File: src/rtl/mem_access_unit_pkg.sv
// Shared encodings for the MEM-stage data-memory access unit.
// Includes access sizes, FSM states, byte strobes and the alignment rule.
package mem_access_unit_pkg;

   localparam logic [2:0] F3_B  = 3'b000;
   localparam logic [2:0] F3_H  = 3'b001;
   localparam logic [2:0] F3_W  = 3'b010;
   localparam logic [2:0] F3_BU = 3'b100;
   localparam logic [2:0] F3_HU = 3'b101;

   localparam logic [3:0] STRB_NONE = 4'b0000;
   localparam logic [3:0] STRB_B    = 4'b0001;
   localparam logic [3:0] STRB_H    = 4'b0011;
   localparam logic [3:0] STRB_W    = 4'b1111;

   typedef enum logic [1:0] {
      IDLE,
      BUSY,
      DONE
   } state_e;

   // Reserved encodings fall into the default arm, so they are aligned like words.
   function automatic logic is_misaligned(input logic [2:0] funct3, input logic [1:0] off);
      case (funct3)
         F3_B, F3_BU: return 1'b0;
         F3_H, F3_HU: return off[0];
         default:     return off != 2'b00;
      endcase
   endfunction

endpackage

File: src/rtl/mem_access_unit_if.sv
// Request/acknowledge data-memory bus between the MEM stage and data memory.
interface mem_access_unit_if #(
   parameter int unsigned ADDR_W = 32,
   parameter int unsigned DATA_W = 32
);
   logic              bus_req;
   logic              bus_we;
   logic [ADDR_W-1:0] bus_addr;
   logic [DATA_W-1:0] bus_wdata;
   logic [3:0]        bus_wstrb;
   logic              bus_ack;
   logic [DATA_W-1:0] bus_rdata;

   modport master (
      output bus_req, bus_we, bus_addr, bus_wdata, bus_wstrb,
      input  bus_ack, bus_rdata
   );

   modport slave (
      input  bus_req, bus_we, bus_addr, bus_wdata, bus_wstrb,
      output bus_ack, bus_rdata
   );
endinterface

File: src/rtl/mem_lane_align.sv
// Byte-lane steering for stores and lane select plus extension for loads.
// Purely combinational; the load side is also used by the WB-side load path.
module mem_lane_align
   import mem_access_unit_pkg::*;
(
   input  logic [2:0]  st_funct3,
   input  logic [1:0]  st_off,
   input  logic [31:0] st_data,
   output logic [3:0]  wstrb,
   output logic [31:0] wdata,
   input  logic [2:0]  ld_funct3,
   input  logic [1:0]  ld_off,
   input  logic [31:0] rdata,
   output logic [31:0] load_data
);
   logic [7:0]  ld_byte;
   logic [15:0] ld_half;

   always_comb begin
      wstrb = STRB_W;
      wdata = st_data;
      case (st_funct3)
         F3_B, F3_BU: begin
            wstrb = STRB_B << st_off;
            wdata = {4{st_data[7:0]}};
         end
         F3_H, F3_HU: begin
            wstrb = STRB_H << st_off;
            wdata = {2{st_data[15:0]}};
         end
         default: ;
      endcase
   end

   assign ld_byte = rdata[{ld_off, 3'b000} +: 8];
   assign ld_half = rdata[{ld_off[1], 4'b0000} +: 16];

   always_comb begin
      load_data = rdata;
      case (ld_funct3)
         F3_B:    load_data = {{24{ld_byte[7]}}, ld_byte};
         F3_BU:   load_data = {24'h0, ld_byte};
         F3_H:    load_data = {{16{ld_half[15]}}, ld_half};
         F3_HU:   load_data = {16'h0, ld_half};
         default: ;
      endcase
   end
endmodule

File: src/rtl/mem_access_unit.sv
// MEM-stage load/store unit: issues one bus transaction per access, stalls the
// pipeline while it is in flight and returns the extended load result.
module mem_access_unit
   import mem_access_unit_pkg::*;
#(
   parameter int unsigned ADDR_W = 32,
   parameter int unsigned DATA_W = 32
) (
   input  logic               clk,
   input  logic               rst_n,
   input  logic               mem_read_MEM,
   input  logic               mem_write_MEM,
   input  logic [2:0]         funct3_MEM,
   input  logic [ADDR_W-1:0]  addr_MEM,
   input  logic [DATA_W-1:0]  reg2_MEM,
   input  logic               bubbleM,
   input  logic               flushM,
   mem_access_unit_if.master  mem,
   output logic [DATA_W-1:0]  load_data_MEM,
   output logic               stall_mem,
   output logic               misalign_MEM
);
   state_e            state_q, state_d;
   logic              access, valid, issue, ack_busy;
   logic              we_q, drop_q;
   logic [ADDR_W-1:0] addr_q;
   logic [31:0]       wdata_q, load_data_q;
   logic [3:0]        wstrb_q;
   logic [2:0]        ld_f3_q;
   logic [1:0]        ld_off_q;
   logic [31:0]       st_wdata, ld_data;
   logic [3:0]        st_wstrb;

   assign access       = mem_read_MEM | mem_write_MEM;
   assign misalign_MEM = access & is_misaligned(funct3_MEM, addr_MEM[1:0]);
   assign valid        = access & ~flushM & ~misalign_MEM;
   assign issue        = (state_q == IDLE) & valid;
   assign ack_busy     = (state_q == BUSY) & mem.bus_ack;

   mem_lane_align u_lane_align (
      .st_funct3 (funct3_MEM),
      .st_off    (addr_MEM[1:0]),
      .st_data   (reg2_MEM),
      .wstrb     (st_wstrb),
      .wdata     (st_wdata),
      .ld_funct3 (ld_f3_q),
      .ld_off    (ld_off_q),
      .rdata     (mem.bus_rdata),
      .load_data (ld_data)
   );

   always_ff @(posedge clk or negedge rst_n) begin
      if (!rst_n) begin
         state_q <= IDLE;
      end else begin
         state_q <= state_d;
      end
   end

   always_comb begin
      state_d = state_q;
      case (state_q)
         IDLE:    if (valid) state_d = BUSY;
         BUSY:    if (mem.bus_ack) state_d = DONE;
         DONE:    if (!bubbleM) state_d = IDLE;
         default: state_d = IDLE;
      endcase
   end

   always_comb begin
      stall_mem   = issue | (state_q == BUSY);
      mem.bus_req = (state_q == BUSY);
   end

   // A flushed load must still wait for its ack, but its data is dropped.
   always_ff @(posedge clk or negedge rst_n) begin
      if (!rst_n) begin
         we_q        <= 1'b0;
         addr_q      <= '0;
         wdata_q     <= '0;
         wstrb_q     <= STRB_NONE;
         ld_f3_q     <= F3_W;
         ld_off_q    <= 2'b00;
         drop_q      <= 1'b0;
         load_data_q <= '0;
      end else begin
         if (issue) begin
            we_q     <= mem_write_MEM;
            addr_q   <= {addr_MEM[ADDR_W-1:2], 2'b00};
            wdata_q  <= mem_write_MEM ? st_wdata : '0;
            wstrb_q  <= mem_write_MEM ? st_wstrb : STRB_NONE;
            ld_f3_q  <= funct3_MEM;
            ld_off_q <= addr_MEM[1:0];
            drop_q   <= 1'b0;
         end else if ((state_q == BUSY) && flushM) begin
            drop_q <= 1'b1;
         end
         if (ack_busy && !we_q && !drop_q && !flushM) begin
            load_data_q <= ld_data;
         end
      end
   end

   assign mem.bus_we    = we_q;
   assign mem.bus_addr  = addr_q;
   assign mem.bus_wdata = wdata_q;
   assign mem.bus_wstrb = wstrb_q;
   assign load_data_MEM = load_data_q;
endmodule

File: src/flat_wrapper.sv
// flat-port wrapper written by rule: the top's interface ports become plain ports
module mem_access_unit_flat import mem_access_unit_pkg::*;
#(
   parameter int unsigned ADDR_W = 32,
   parameter int unsigned DATA_W = 32
)
  (clk, rst_n, mem_read_MEM, mem_write_MEM, funct3_MEM, addr_MEM, reg2_MEM, bubbleM, flushM, load_data_MEM, stall_mem, misalign_MEM, mem_bus_req, mem_bus_we, mem_bus_addr, mem_bus_wdata, mem_bus_wstrb, mem_bus_ack, mem_bus_rdata);
  mem_access_unit_if #(.ADDR_W(ADDR_W), .DATA_W(DATA_W)) mem_i ();
  input  logic clk;
  input  logic rst_n;
  input  logic mem_read_MEM;
  input  logic mem_write_MEM;
  input  logic [2:0] funct3_MEM;
  input  logic [ADDR_W-1:0] addr_MEM;
  input  logic [DATA_W-1:0] reg2_MEM;
  input  logic bubbleM;
  input  logic flushM;
  output logic [DATA_W-1:0] load_data_MEM;
  output logic stall_mem;
  output logic misalign_MEM;
  output wire logic [$bits(mem_i.bus_req)-1:0] mem_bus_req;
  output wire logic [$bits(mem_i.bus_we)-1:0] mem_bus_we;
  output wire logic [$bits(mem_i.bus_addr)-1:0] mem_bus_addr;
  output wire logic [$bits(mem_i.bus_wdata)-1:0] mem_bus_wdata;
  output wire logic [$bits(mem_i.bus_wstrb)-1:0] mem_bus_wstrb;
  input wire logic [$bits(mem_i.bus_ack)-1:0] mem_bus_ack;
  input wire logic [$bits(mem_i.bus_rdata)-1:0] mem_bus_rdata;
  assign mem_bus_req = mem_i.bus_req;
  assign mem_bus_we = mem_i.bus_we;
  assign mem_bus_addr = mem_i.bus_addr;
  assign mem_bus_wdata = mem_i.bus_wdata;
  assign mem_bus_wstrb = mem_i.bus_wstrb;
  assign mem_i.bus_ack = mem_bus_ack;
  assign mem_i.bus_rdata = mem_bus_rdata;
  mem_access_unit #(.ADDR_W(ADDR_W), .DATA_W(DATA_W)) u_core (.clk(clk), .rst_n(rst_n), .mem_read_MEM(mem_read_MEM), .mem_write_MEM(mem_write_MEM), .funct3_MEM(funct3_MEM), .addr_MEM(addr_MEM), .reg2_MEM(reg2_MEM), .bubbleM(bubbleM), .flushM(flushM), .mem(mem_i), .load_data_MEM(load_data_MEM), .stall_mem(stall_mem), .misalign_MEM(misalign_MEM));
endmodule
File: config.mk
export PLATFORM = sky130hd
export DESIGN_NAME = mem_access_unit_flat
export DESIGN_NICKNAME = d
export VERILOG_FILES = /design/src/rtl/mem_access_unit_pkg.sv /design/src/rtl/mem_access_unit_if.sv /design/src/rtl/mem_lane_align.sv /design/src/rtl/mem_access_unit.sv /design/src/flat_wrapper.sv
export SDC_FILE = /design/constraint.sdc
export NUM_CORES = 1
export LEC_CHECK = 0
export BUFFER_PORTS_ARGS = -buffer_cell sky130_fd_sc_hd__buf_4
export CAP_MARGIN = 10
export CORE_ASPECT_RATIO = 0.75
export CORE_UTILIZATION = 44
export DETAILED_ROUTE_END_ITERATION = 8
export GPL_TIMING_DRIVEN = 0
export PLACE_DENSITY = 0.89
export SYNTH_ARGS = -nofsm -noshare
export SYNTH_HDL_FRONTEND = slang
export SYNTH_SLANG_ARGS = --single-unit
File: constraint.sdc
create_clock -name clk -period 1.62 [get_ports clk]
set_input_delay 0.081 -clock clk [delete_from_list [all_inputs] [get_ports clk]]
set_output_delay 0.081 -clock clk [all_outputs]
set_load 0.05 [all_outputs]
==> out/metrics.yaml, run 1 <==
outcome:
  status: "complete, but fails checks"
  violations: "setup timing"
floorplan:
  initial_core_util_pct: 46.3
  io_pins: 210
  die_x_microns: 127
  dieArea_sq_um: 12200
  row_count: 33
  coreArea_sq_um: 11200
  fp.dieH_microns: 96.0
setup_path:
  path_class: "reg -> out"
  crit_family: "simple AND/OR/NAND/NOR gates"
  critPathRequiredTime_ns: 1.54
  rrSetupSlack_ns: -0.17
  r2r_end: "u_core.load_data_MEM[21]"
  cp_max_fo: 3
  rr_worst_depth: 6
  r2r-start: "u_core.ld_off_q[1]"
  worstPathCellList: "nor3_4 -> nand4b_1 -> buf_6 -> clkbuf_16 -> nand2_4 -> buf_8"
  path_buf_inv: 3
  endpoint_kind: "output pin"
  cp_slowest_stage_delay_ns: 0.43
  cp-start-kind: "flip-flop"
  cp.arrival_ns: 1.76
  slowest_stage: "dfrtp_1"
logic_synthesis:
  synth-seq-cells: 107
  ys.flop_type: "dfrtp_1"
  synth_seq_area_share_pct: 51.7
  synth_area_per_cell_sq_um: 8.93
  synth_async_sr_flop_share_pct: 100
  yosys_warnings: 0
  synth_area_sq_um: 5190
  yosysTopAreaCell: "dfrtp_1"
  synth_cells: 581
  yosys-top-cells-area: "dfrtp_1, nand2_1, a21oi_1"
  synth_edf_count: 0
  synth.distinct_cells: 43
  yosysTopAreaCellShare_pct: 51.1
routing:
  drt-wirelength-per-cell_microns: 20.1
  postRouteWirelength_microns: 20600
  routed-via-count: 5813
  drc: 0
  top_layer_used: "met4"
  wl_met1_microns: 8360
  first_pass_iters: 5
  dr_wl_met3_microns: 1760
  viasPerCell: 5.67
  drtIter0Drc: 615
  ant_nets: 0
  wl_met2_microns: 9550
sta:
  hold_violations: 0
  fin_setup_tns_ns: -7.62
  rsz0062_at_grt: "true"
  period_share_pct: 113
  tightest_slew_ns: 0.844
  setup_ws_ns: -0.216
  setup_violations: 99
  fin_worst_skew_ns: 0.00757
  fin_crit_ns: 1.84
  drv_slew: 0
  slew_headroom_pct: 43.7
  max_freq_mhz: 545
pwr:
  p_per_area_nw_per_um2: 1790
  p_int_mw: 7.61
  leakage_nw: 4.19
  switching_share_pct: 49.7
  power_mw: 15.1
  seq_power_share_pct: 28.6
  clkPwrFrac_pct: 15.5
  combPwrFrac_pct: 55.9
  switchingPower_mw: 7.51
  peakVddDrop_uv: 928
placement:
  dp_slack_ns: -0.391
  hpwl_microns: 12500
  place_inst: 947
  gp_congestion: 0.920
  portBuffers: 207
global_routing:
  grt_pass1_vias: 5242
  track_usage_pct: 30.0
  grt_max_degree: 65
  grt_overflow: 0
  antenna_found_initial: 0
  grt_first_pass_wirelength_microns: 27700
worst_hold_path:
  min_from: "bubbleM"
  min_to: "u_core.state_q[1]"
  hp-class: "in -> reg"
  worstHoldPathCells: 3
clock_network:
  clock_latency_ns: 0.35
  cts_made_buffers: 9
  cts_tree: "yes"
  clock-root-buffer: "clkbuf_16"
  clk_pin_slew_ns: 0.08
  clock_sinks: 107
  clk_path_buf_depth: 2
  htreeDepth: 3
flow_run:
  drv_cap: 0
final_layout:
  drive_above_1_share_pct: 42.2
  area_growth_pct: 63.3
  final_cell_mix: "buf_4, nand2_1, dfrtp_1, dlygate4sd3_1, nor2_1"
  stdcell_count: 1025
  final_common_cell: "buf_4"
  fin_util_pct: 75.7
  nets: 969
  num_antenna_cells: 0
==> Yosys cell counts (2+ instances only) <==
cell       instances
a2111oi_0          5
a211oi_1           5
a21oi_1           40
a221oi_1           2
a22o_1             7
a32o_1             5
and2_1             3
buf_2             18
buf_4              2
buf_6              2
clkbuf_1          23
dfrtp_1          106
inv_1              5
mux2_2            17
mux2i_1           17
nand2_1          185
nand2b_1           3
nand3_1           34
nor2_1            34
nor2b_1            3
o211ai_1           2
o21a_1             6
o21ai_0           32
o221ai_1           6
==> tightest hold or removal path, delay by kind of cell <==
kind / cells / cell delay [ns]
AO/OA/AOI/OAI: 1 / 0.08
buffers and inverters: 1 / 0.11
AND/OR/NAND/NOR: 1 / 0.05
==> flip-flops by register name, summed over array words and instances (netlist names) <==
signal and flops:
u_core.drop_q 1, u_core.mem.bus_wdata 32, u_core.ld_f3_q 3, u_core.mem.bus_addr 30
u_core.mem.bus_wstrb 4, u_core.state_q 2, u_core.load_data_MEM 32, u_core.ld_off_q 2
u_core.mem.bus_we 1
==> worst max-delay path by stage <==
stage          cells after the start                       end               from  slack (ns)
2_1_floorplan                      7  u_core.load_data_MEM[13]  u_core.state_q[0]       -0.02
3_3_place_gp                       6   u_core.load_data_MEM[0]  u_core.ld_f3_q[1]       -0.38
3_5_place_dp                       6   u_core.load_data_MEM[0]  u_core.ld_f3_q[1]       -0.39
4_1_cts                            6                 stall_mem  u_core.state_q[1]       -0.06
5_1_grt                            6                 stall_mem  u_core.state_q[1]       -0.29
6_report                           6                 stall_mem  u_core.state_q[1]       -0.22
==> routing by layer <==
layer	GRT usage, %	vias to the layer above
met1	40.0	2778
met5	0	-
met4	9.33	0
met2	48.9	405
li1	-	2536
met3	6.95	94
==> repair_timing <==
action | in CTS | in global routing
gates cloned | 1 | 2
setup endpoints to repair | 101 | 96
buffers inserted | 11 | 15
hold buffers | 36 | 0
pin swaps | 12 | 18
hold endpoints to repair | 98 | 0
resized for setup | 59 | 116
==> layout make-up <==
type	count	area [sq um]
fill	705	2720
sequential	107	2680
multi-input combinational	424	2620
timing repair buffer	273	2230
buffer	43	402
clock buffer	10	239
tap	157	196
clock inverter	6	77.6
inverter	5	22.5
==> power groups by stage <==
stage	Sequential [mW]	Clock, mW	Combinational, mW
after floorplan	7.36	0	1.83
after global placement	4.21	0	7.25
after global routing	4.41	2.48	8.77
after CTS	4.23	2.36	7.72
final	4.32	2.34	8.45
after detailed placement	4.23	0	7.39
==> logic make-up (layout without fill, tap and decap cells) <==
kind of cell	after synthesis	in the layout	share of synthesized area, %
DFF	107	107	51.7
and+or+nand+nor	270	270	21.4
AOI/OAI and AO/OA	116	116	14.6
buffers and inverters	51	337	4.56
other	1	2	0.0723
muxes	36	36	7.70
==> per-stage QoR <==
| step | hold slack, ns | area, sq um |
|---|---|---|
| final | 0.0147 | 8470 |
| after global placement | 0.272 | 6970 |
| after floorplan | -0.215 | 5220 |
| after detailed placement | 0.227 | 7000 |
| after CTS | 0.00144 | 7950 |
| after global routing | 0.00480 | 8470 |
Note: power is estimated with default switching activity, not from simulation.
==> run 2: changes to the inputs <==
CAP_MARGIN = default   (was 10)
CELL_PAD_IN_SITES_DETAIL_PLACEMENT = 1   (was default)
CELL_PAD_IN_SITES_GLOBAL_PLACEMENT = 2   (was default)
CORE_UTILIZATION = 27   (was 44)
PLACE_DENSITY = 0.91   (was 0.89)
clock period = 1.9 ns   (was 1.62 ns; I/O delays follow)
==> run 2 against run 1 <==
Compared with the run above: the flow now finishes without violations; flip-flop and latch count is the same; sequential power shrank 16%; via count shrank 8.6%; highest routed layer unchanged; final cell count grew 7.5%; wire length shrank 5.1%; global-route usage shrank 10 points; register-to-register slack gained 0.28 ns; die area grew 62%; largest cell class unchanged; power shrank 20%; critical path depth is the same.
==> out/metrics.yaml, run 2 (synthesized netlist as in run 1, its figures left out) <==
outcome:
  status: "complete, no violations"  # was complete, but fails checks
sta:
  hold_violations: 0  # unchanged
  slew_headroom_pct: 51.4  # was 43.7%
  fin_crit_ns: 1.84
  tightest_slew_ns: 0.726  # was 0.844 ns
  setup_violations: 0  # was 99
  setup_ws_ns: 0.0637  # was -0.216 ns
  period_share_pct: 96.6
  drv_slew: 0  # unchanged
  max_freq_mhz: 545
  rsz0062_at_grt: "true"  # unchanged
  fin_setup_tns_ns: 0  # was -7.62 ns
  fin_worst_skew_ns: 0.0125  # was 0.00757 ns
setup_path:
  path_buf_inv: 3  # unchanged
  cp_max_fo: 4  # was 3
  crit_family: "simple AND/OR/NAND/NOR gates"  # unchanged
  slowest_stage: "dfrtp_1"  # unchanged
  rrSetupSlack_ns: 0.11  # was -0.17 ns
  critPathRequiredTime_ns: 1.80  # was 1.54 ns
  cp-start-kind: "flip-flop"  # unchanged
  crit_path_start: "u_core.state_q[1]"  # unchanged
  rr_worst_depth: 5  # was 6
  cp_slowest_stage_delay_ns: 0.42  # was 0.43 ns
  r2r-start: "u_core.ld_f3_q[1]"  # was u_core.ld_off_q[1]
  path_class: "reg -> out"  # unchanged
  path_depth: 6  # unchanged
  critical_path.endpoint: "stall_mem"  # unchanged
  worstPathCellList: "nor3_4 -> nand4b_1 -> buf_6 -> clkbuf_16 -> nand2_4 -> buf_8"  # unchanged
  endpoint_kind: "output pin"  # unchanged
  cp.arrival_ns: 1.74  # was 1.76 ns
  r2r_end: "u_core.load_data_MEM[26]"  # was u_core.load_data_MEM[21]
final_layout:
  final_cell_mix: "buf_4, nand2_1, dfrtp_1, dlygate4sd3_1, a21oi_1"  # was buf_4, nand2_1, dfrtp_1, dlygate4sd3_1, nor2_1
  area_growth_pct: 54.5  # was 63.3%
  num_antenna_cells: 0  # unchanged
  drive_above_1_share_pct: 34.6  # was 42.2%
  fin_area_sq_um: 8010  # was 8470 sq um
  nets: 956  # was 969
  final_common_cell: "buf_4"  # unchanged
floorplan:
  die_x_microns: 162  # was 127 microns
  dieArea_sq_um: 19800  # was 12200 sq um
  io_pins: 210  # unchanged
  fp.dieH_microns: 122  # was 96.0 microns
  initial_core_util_pct: 27.8  # was 46.3%
  coreArea_sq_um: 18700  # was 11200 sq um
  row_count: 43  # was 33
routing:
  drc: 0  # unchanged
  ant_nets: 0  # unchanged
  viasPerCell: 4.82  # was 5.67
  postRouteWirelength_microns: 19600  # was 20600 microns
  routed-via-count: 5312  # was 5813
  drt-wirelength-per-cell_microns: 17.8  # was 20.1 microns
  drtIter0Drc: 292  # was 615
  first_pass_iters: 7  # was 5
clock_network:
  htreeDepth: 3  # unchanged
  clk_path_buf_depth: 2  # unchanged
  cts_tree: "yes"  # unchanged
  cts_made_buffers: 9  # unchanged
  clock-root-buffer: "clkbuf_16"  # unchanged
  clk_pin_slew_ns: 0.07  # was 0.08 ns
  clock_sinks: 107  # unchanged
  clock_latency_ns: 0.36  # was 0.35 ns
placement:
  hpwl_microns: 14300  # was 12500 microns
  portBuffers: 207  # unchanged
  gp_congestion: 0.850  # was 0.920
  dp_slack_ns: -0.456  # was -0.391 ns
  postPlaceCellArea_sq_um: 7080  # was 7000 sq um
pwr:
  power_mw: 12.1  # was 15.1 mW
  switching_share_pct: 49.9  # was 49.7%
  p_int_mw: 6.06  # was 7.61 mW
  combPwrFrac_pct: 54.3  # was 55.9%
  switchingPower_mw: 6.05  # was 7.51 mW
  p_per_area_nw_per_um2: 1510  # was 1790 nW/um^2
  seq_power_share_pct: 29.9  # was 28.6%
  leakage_nw: 4.02  # was 4.19 nW
  clkPwrFrac_pct: 15.8  # was 15.5%
  peakVddDrop_uv: 787  # was 928 uV
global_routing:
  grt_pass1_vias: 5349  # was 5242
  antenna_found_initial: 0  # unchanged
  grt_max_degree: 57  # was 65
  grt_overflow: 0  # unchanged
  track_usage_pct: 19.9  # was 30.0%
  grt_first_pass_wirelength_microns: 30100  # was 27700 microns
worst_hold_path:
  hp-class: "in -> reg"  # unchanged
  worstHoldPathCells: 3  # unchanged
flow_run:
  drv_cap: 0  # unchanged
## run 2: stage by stage
stage	hold WS (ns)	instances	util [%]
after global routing	0.0143	1102	42.9
after floorplan	-0.201	582	-
after global placement	0.285	1036	37.8
after CTS	0.00582	1095	42.3
after detailed placement	0.189	1037	37.9
final	0.0175	1102	42.9
## run 2: repair_timing
| action | CTS | global route |
|---|---|---|
| gates resized for setup | 22 | 14 |
| hold buffers | 41 | 0 |
| cloned | 0 | 0 |
| setup buffers | 2 | 8 |
| hold endpoints to repair | 90 | 0 |
| pin swaps | 3 | 4 |
| endpoints found under the setup margin | 16 | 24 |
## run 2: metal layers
metal  routed length (microns)  vias to the layer above  track usage, %
met2                      8740                      179            29.8
met4                       319                        0            5.72
met5                         0                        -               0
met3                      1270                       22            5.04
met1                      9260                     2596            28.2
li1                          -                     2515               -
## run 2: worst min path at each step
stage	slack, ns	from	end
floorplan	-0.20	rst_n	u_core.drop_q
global placement	0.29	addr_MEM[30]	u_core.mem.bus_addr[30]
detailed placement	0.19	rst_n	u_core.mem.bus_wdata[24]
CTS	0.006	addr_MEM[0]	u_core.ld_off_q[0]
global route	0.01	mem_bus_rdata[5]	u_core.load_data_MEM[5]
finish	0.02	addr_MEM[1]	u_core.ld_off_q[1]
## run 2: final cells by class
type / instances / area [sq um]
Timing Repair Buffer: 259 / 2090
Clock inverter: 7 / 78.8
Fill cell: 2200 / 10700
Buffer: 44 / 245
Sequential cell: 107 / 2680
Multi-Input combinational cell: 424 / 2370
Inverter: 5 / 18.8
Tap cell: 247 / 309
Clock buffer: 9 / 225
## run 2: worst register-to-register path, delay by kind of cell (launching register included)
kind	cells	cell delay [ns]
buffers and inverters	3	0.86
DFF	1	0.52
AOI/OAI and AO/OA	2	0.34
## run 2: power groups by stage
| stage | Clock (mW) | Sequential (mW) | Combinational [mW] |
|---|---|---|---|
| floorplan | 0 | 6.27 | 1.54 |
| global placement | 0 | 3.61 | 6.29 |
| detailed placement | 0 | 3.64 | 6.36 |
| CTS | 1.98 | 3.62 | 6.49 |
| global route | 2.05 | 3.72 | 6.96 |
| finish | 1.91 | 3.62 | 6.58 |
==> run 3: changes to the inputs <==
CORE_MARGIN = 3   (was default)
CORE_UTILIZATION = 30   (was 27)
PLACE_DENSITY = 0.95   (was 0.91)
clock period = 2.4 ns   (was 1.9 ns; I/O delays follow)
==> run 3 against run 2 <==
Compared with the run above: global-route usage grew 1.8 points; worst setup slack better by 0.074 ns; count of clock-buffer cells in the layout up 3; register-to-register slack better by 0.03 ns; core utilization is 3.9 points higher; first-iteration DRC count is 15% higher; worst hold slack improved by 0.018 ns; largest cell class unchanged; via count shrank 2.4%; combinational power shrank 22%; wire length increased by 4.0%; critical endpoint is now u_core.load_data_MEM[0]; flip-flop and latch count stayed put; critical path depth down 1.
==> out/metrics.yaml, run 3 (synthesized netlist as in run 1, its figures left out) <==
global_routing:
  met2_usage_pct: 33.2  # was 29.8%
  track_usage_pct: 21.7  # was 19.9%
  grt_first_pass_wirelength_microns: 32000  # was 30100 microns
  met1_usage_pct: 31.5  # was 28.2%
  grt_pass1_vias: 5542  # was 5349
  busiest_layer: "met2"  # unchanged
  met3_usage_pct: 4.51  # was 5.04%
  grt_max_degree: 55  # was 57
  antenna_found_initial: 0  # unchanged
  grt_overflow: 0  # unchanged
floorplan:
  dieArea_sq_um: 18900  # was 19800 sq um
  row_count: 40  # was 43
  io_pins: 210  # unchanged
  coreArea_sq_um: 16500  # was 18700 sq um
  die_x_microns: 158  # was 162 microns
  fp.dieH_microns: 120  # was 122 microns
  initial_core_util_pct: 31.5  # was 27.8%
routing:
  first_pass_iters: 4  # was 7
  drc: 0  # unchanged
  drt-wirelength-per-cell_microns: 19.4  # was 17.8 microns
  viasPerCell: 4.94  # was 4.82
  routed-via-count: 5187  # was 5312
  postRouteWirelength_microns: 20400  # was 19600 microns
  ant_nets: 0  # unchanged
  drtIter0Drc: 337  # was 292
setup_path:
  path_class: "reg -> reg"  # was reg -> out
  cp.arrival_ns: 2.46  # was 1.74 ns
  cp_slowest_stage_delay_ns: 0.66  # was 0.42 ns
  rrSetupSlack_ns: 0.14  # was 0.11 ns
  worstPathCellList: "nor4b_1 -> nand2_1 -> clkbuf_1 -> a2111oi_0 -> nor2_1"  # was nor3_4 -> nand4b_1 -> buf_6 -> clkbuf_16 -> nand2_4 -> buf_8
  cp_max_fo: 10  # was 4
  rr_worst_depth: 5  # unchanged
  r2r-start: "u_core.mem.bus_we"  # was u_core.ld_f3_q[1]
  r2r_end: "u_core.load_data_MEM[0]"  # was u_core.load_data_MEM[26]
  cp-start-kind: "flip-flop"  # unchanged
  critPathRequiredTime_ns: 2.60  # was 1.80 ns
  path_buf_inv: 1  # was 3
  slowest_stage: "a2111oi_0"  # was dfrtp_1
  endpoint_kind: "flip-flop"  # was output pin
  crit_family: "simple AND/OR/NAND/NOR gates"  # unchanged
sta:
  rsz0062_at_grt: "false"  # was true
  setup_violations: 0  # unchanged
  max_freq_mhz: 442
  slew_headroom_pct: 47.8  # was 51.4%
  setup_ws_ns: 0.137  # was 0.0637 ns
  hold_violations: 0  # unchanged
  fin_setup_tns_ns: 0  # unchanged
  period_share_pct: 94.3
  tightest_slew_ns: 0.764  # was 0.726 ns
  fin_crit_ns: 2.26
  fin_worst_skew_ns: 0.00879  # was 0.0125 ns
  drv_slew: 0  # unchanged
pwr:
  leakage_nw: 3.92  # was 4.02 nW
  peakVddDrop_uv: 479  # was 787 uV
  p_int_mw: 4.97  # was 6.06 mW
  clkPwrFrac_pct: 17.6  # was 15.8%
  switchingPower_mw: 4.69  # was 6.05 mW
  switching_share_pct: 48.6  # was 49.9%
  combPwrFrac_pct: 52.9  # was 54.3%
  seq_power_share_pct: 29.5  # was 29.9%
  p_per_area_nw_per_um2: 1250  # was 1510 nW/um^2
final_layout:
  multiInputGateArea_sq_um: 2280  # was 2370 sq um
  final_cell_mix: "buf_4, nand2_1, dfrtp_1, a21oi_1"  # was buf_4, nand2_1, dfrtp_1, dlygate4sd3_1, a21oi_1
  final_common_cell: "buf_4"  # unchanged
  drive_above_1_share_pct: 32.3  # was 34.6%
  fin_util_pct: 46.8  # was 42.9%
  seqCellArea_sq_um: 2680  # unchanged
  nets: 940  # was 956
  area_growth_pct: 48.5  # was 54.5%
  num_antenna_cells: 0  # unchanged
  n_fill_cell: 1951  # was 2200
placement:
  portBuffers: 207  # unchanged
  dp_slack_ns: 0.233  # was -0.456 ns
  hpwl_microns: 15000  # was 14300 microns
  gp_congestion: 0.853  # was 0.850
clock_network:
  clock_sinks: 107  # unchanged
  cts_made_buffers: 9  # unchanged
  clk_pin_slew_ns: 0.07  # about the same
  htreeDepth: 3  # unchanged
  clock-root-buffer: "clkbuf_16"  # unchanged
  clock_latency_ns: 0.35  # was 0.36 ns
  cts_tree: "yes"  # unchanged
  cts_post_setup_buffers_inserted: 0  # was 2
  clk_path_buf_depth: 2  # unchanged
worst_hold_path:
  min_from: "reg2_MEM[0]"  # was addr_MEM[1]
  worstHoldPathCells: 3  # unchanged
  min_to: "u_core.mem.bus_wdata[0]"  # was u_core.ld_off_q[1]
  hp-class: "in -> reg"  # unchanged
flow_run:
  drv_cap: 0  # unchanged
outcome:
  status: "complete, no violations"  # unchanged
## run 3: cell count changes in the layout (fill, tap and decap cells not counted), sizes merged
cell,delta
bufinv,+2
clkinv,-3
clkbuf,+4
inv,-2
buf,-9
dlygate4sd3,-8
## run 3: final cells by class
cell class	count	area share, %
flip-flops and latches	107	34.8
multi-input cells	424	29.6
repair buffers	241	24.8
well taps	210	3.41
clock buffers	12	3.33
plain buffers	46	2.83
clock inverters	4	1.01
inverters	5	0.244
## run 3: timing repair
item | CTS | global route
hold endpoints to repair | 86 | 0
endpoints found under the setup margin | 0 | 1
gates resized for setup | 0 | 1
hold buffers | 33 | 0
## run 3: worst max path at each step
stage,from,endpoint,slack (ns),cells past startpoint
global route,u_core.state_q[0],stall_mem,0.05,6
finish,u_core.mem.bus_we,u_core.load_data_MEM[0],0.14,5
detailed placement,u_core.mem.bus_we,u_core.load_data_MEM[0],0.23,5
CTS,u_core.state_q[0],stall_mem,0.1,6
global placement,u_core.ld_f3_q[1],u_core.load_data_MEM[0],0.30,6
floorplan,u_core.state_q[1],u_core.load_data_MEM[5],0.61,6
## run 3: per-layer routing
layer  vias up  wire length [microns]
met4         0                    340
met2       155                   9440
met3        21                   1190
li1       2479                      -
met5         -                      0
met1      2532                   9380
## run 3: metrics by stage
stage	cell area (sq um)	std cells	hold slack (ns)	total power, mW
final	7700	1049	0.0358	9.66
after global routing	7700	1049	0.0425	10.2
after CTS	7700	1049	0.00926	9.71
after detailed placement	7030	1000	0.225	7.94
after global placement	7010	999	0.311	7.84
after floorplan	5190	582	-0.176	6.18
## run 3: worst reg2reg max path, cell delays in order (launching register included)
cell and delay (ns):
dfrtp_1 0.40, nor4b_1 0.37, nand2_1 0.29, clkbuf_1 0.31, a2111oi_0 0.67, nor2_1 0.09
## run 3: power groups by stage
stage                     clock network, mW  registers (mW)  logic, mW
after floorplan                           0            4.96       1.22
after global placement                    0            2.85       4.99
after detailed placement                  0            2.87       5.06
after CTS                              1.75            2.85       5.11
after global routing                   1.82            2.94       5.41
final                                  1.70            2.85       5.11
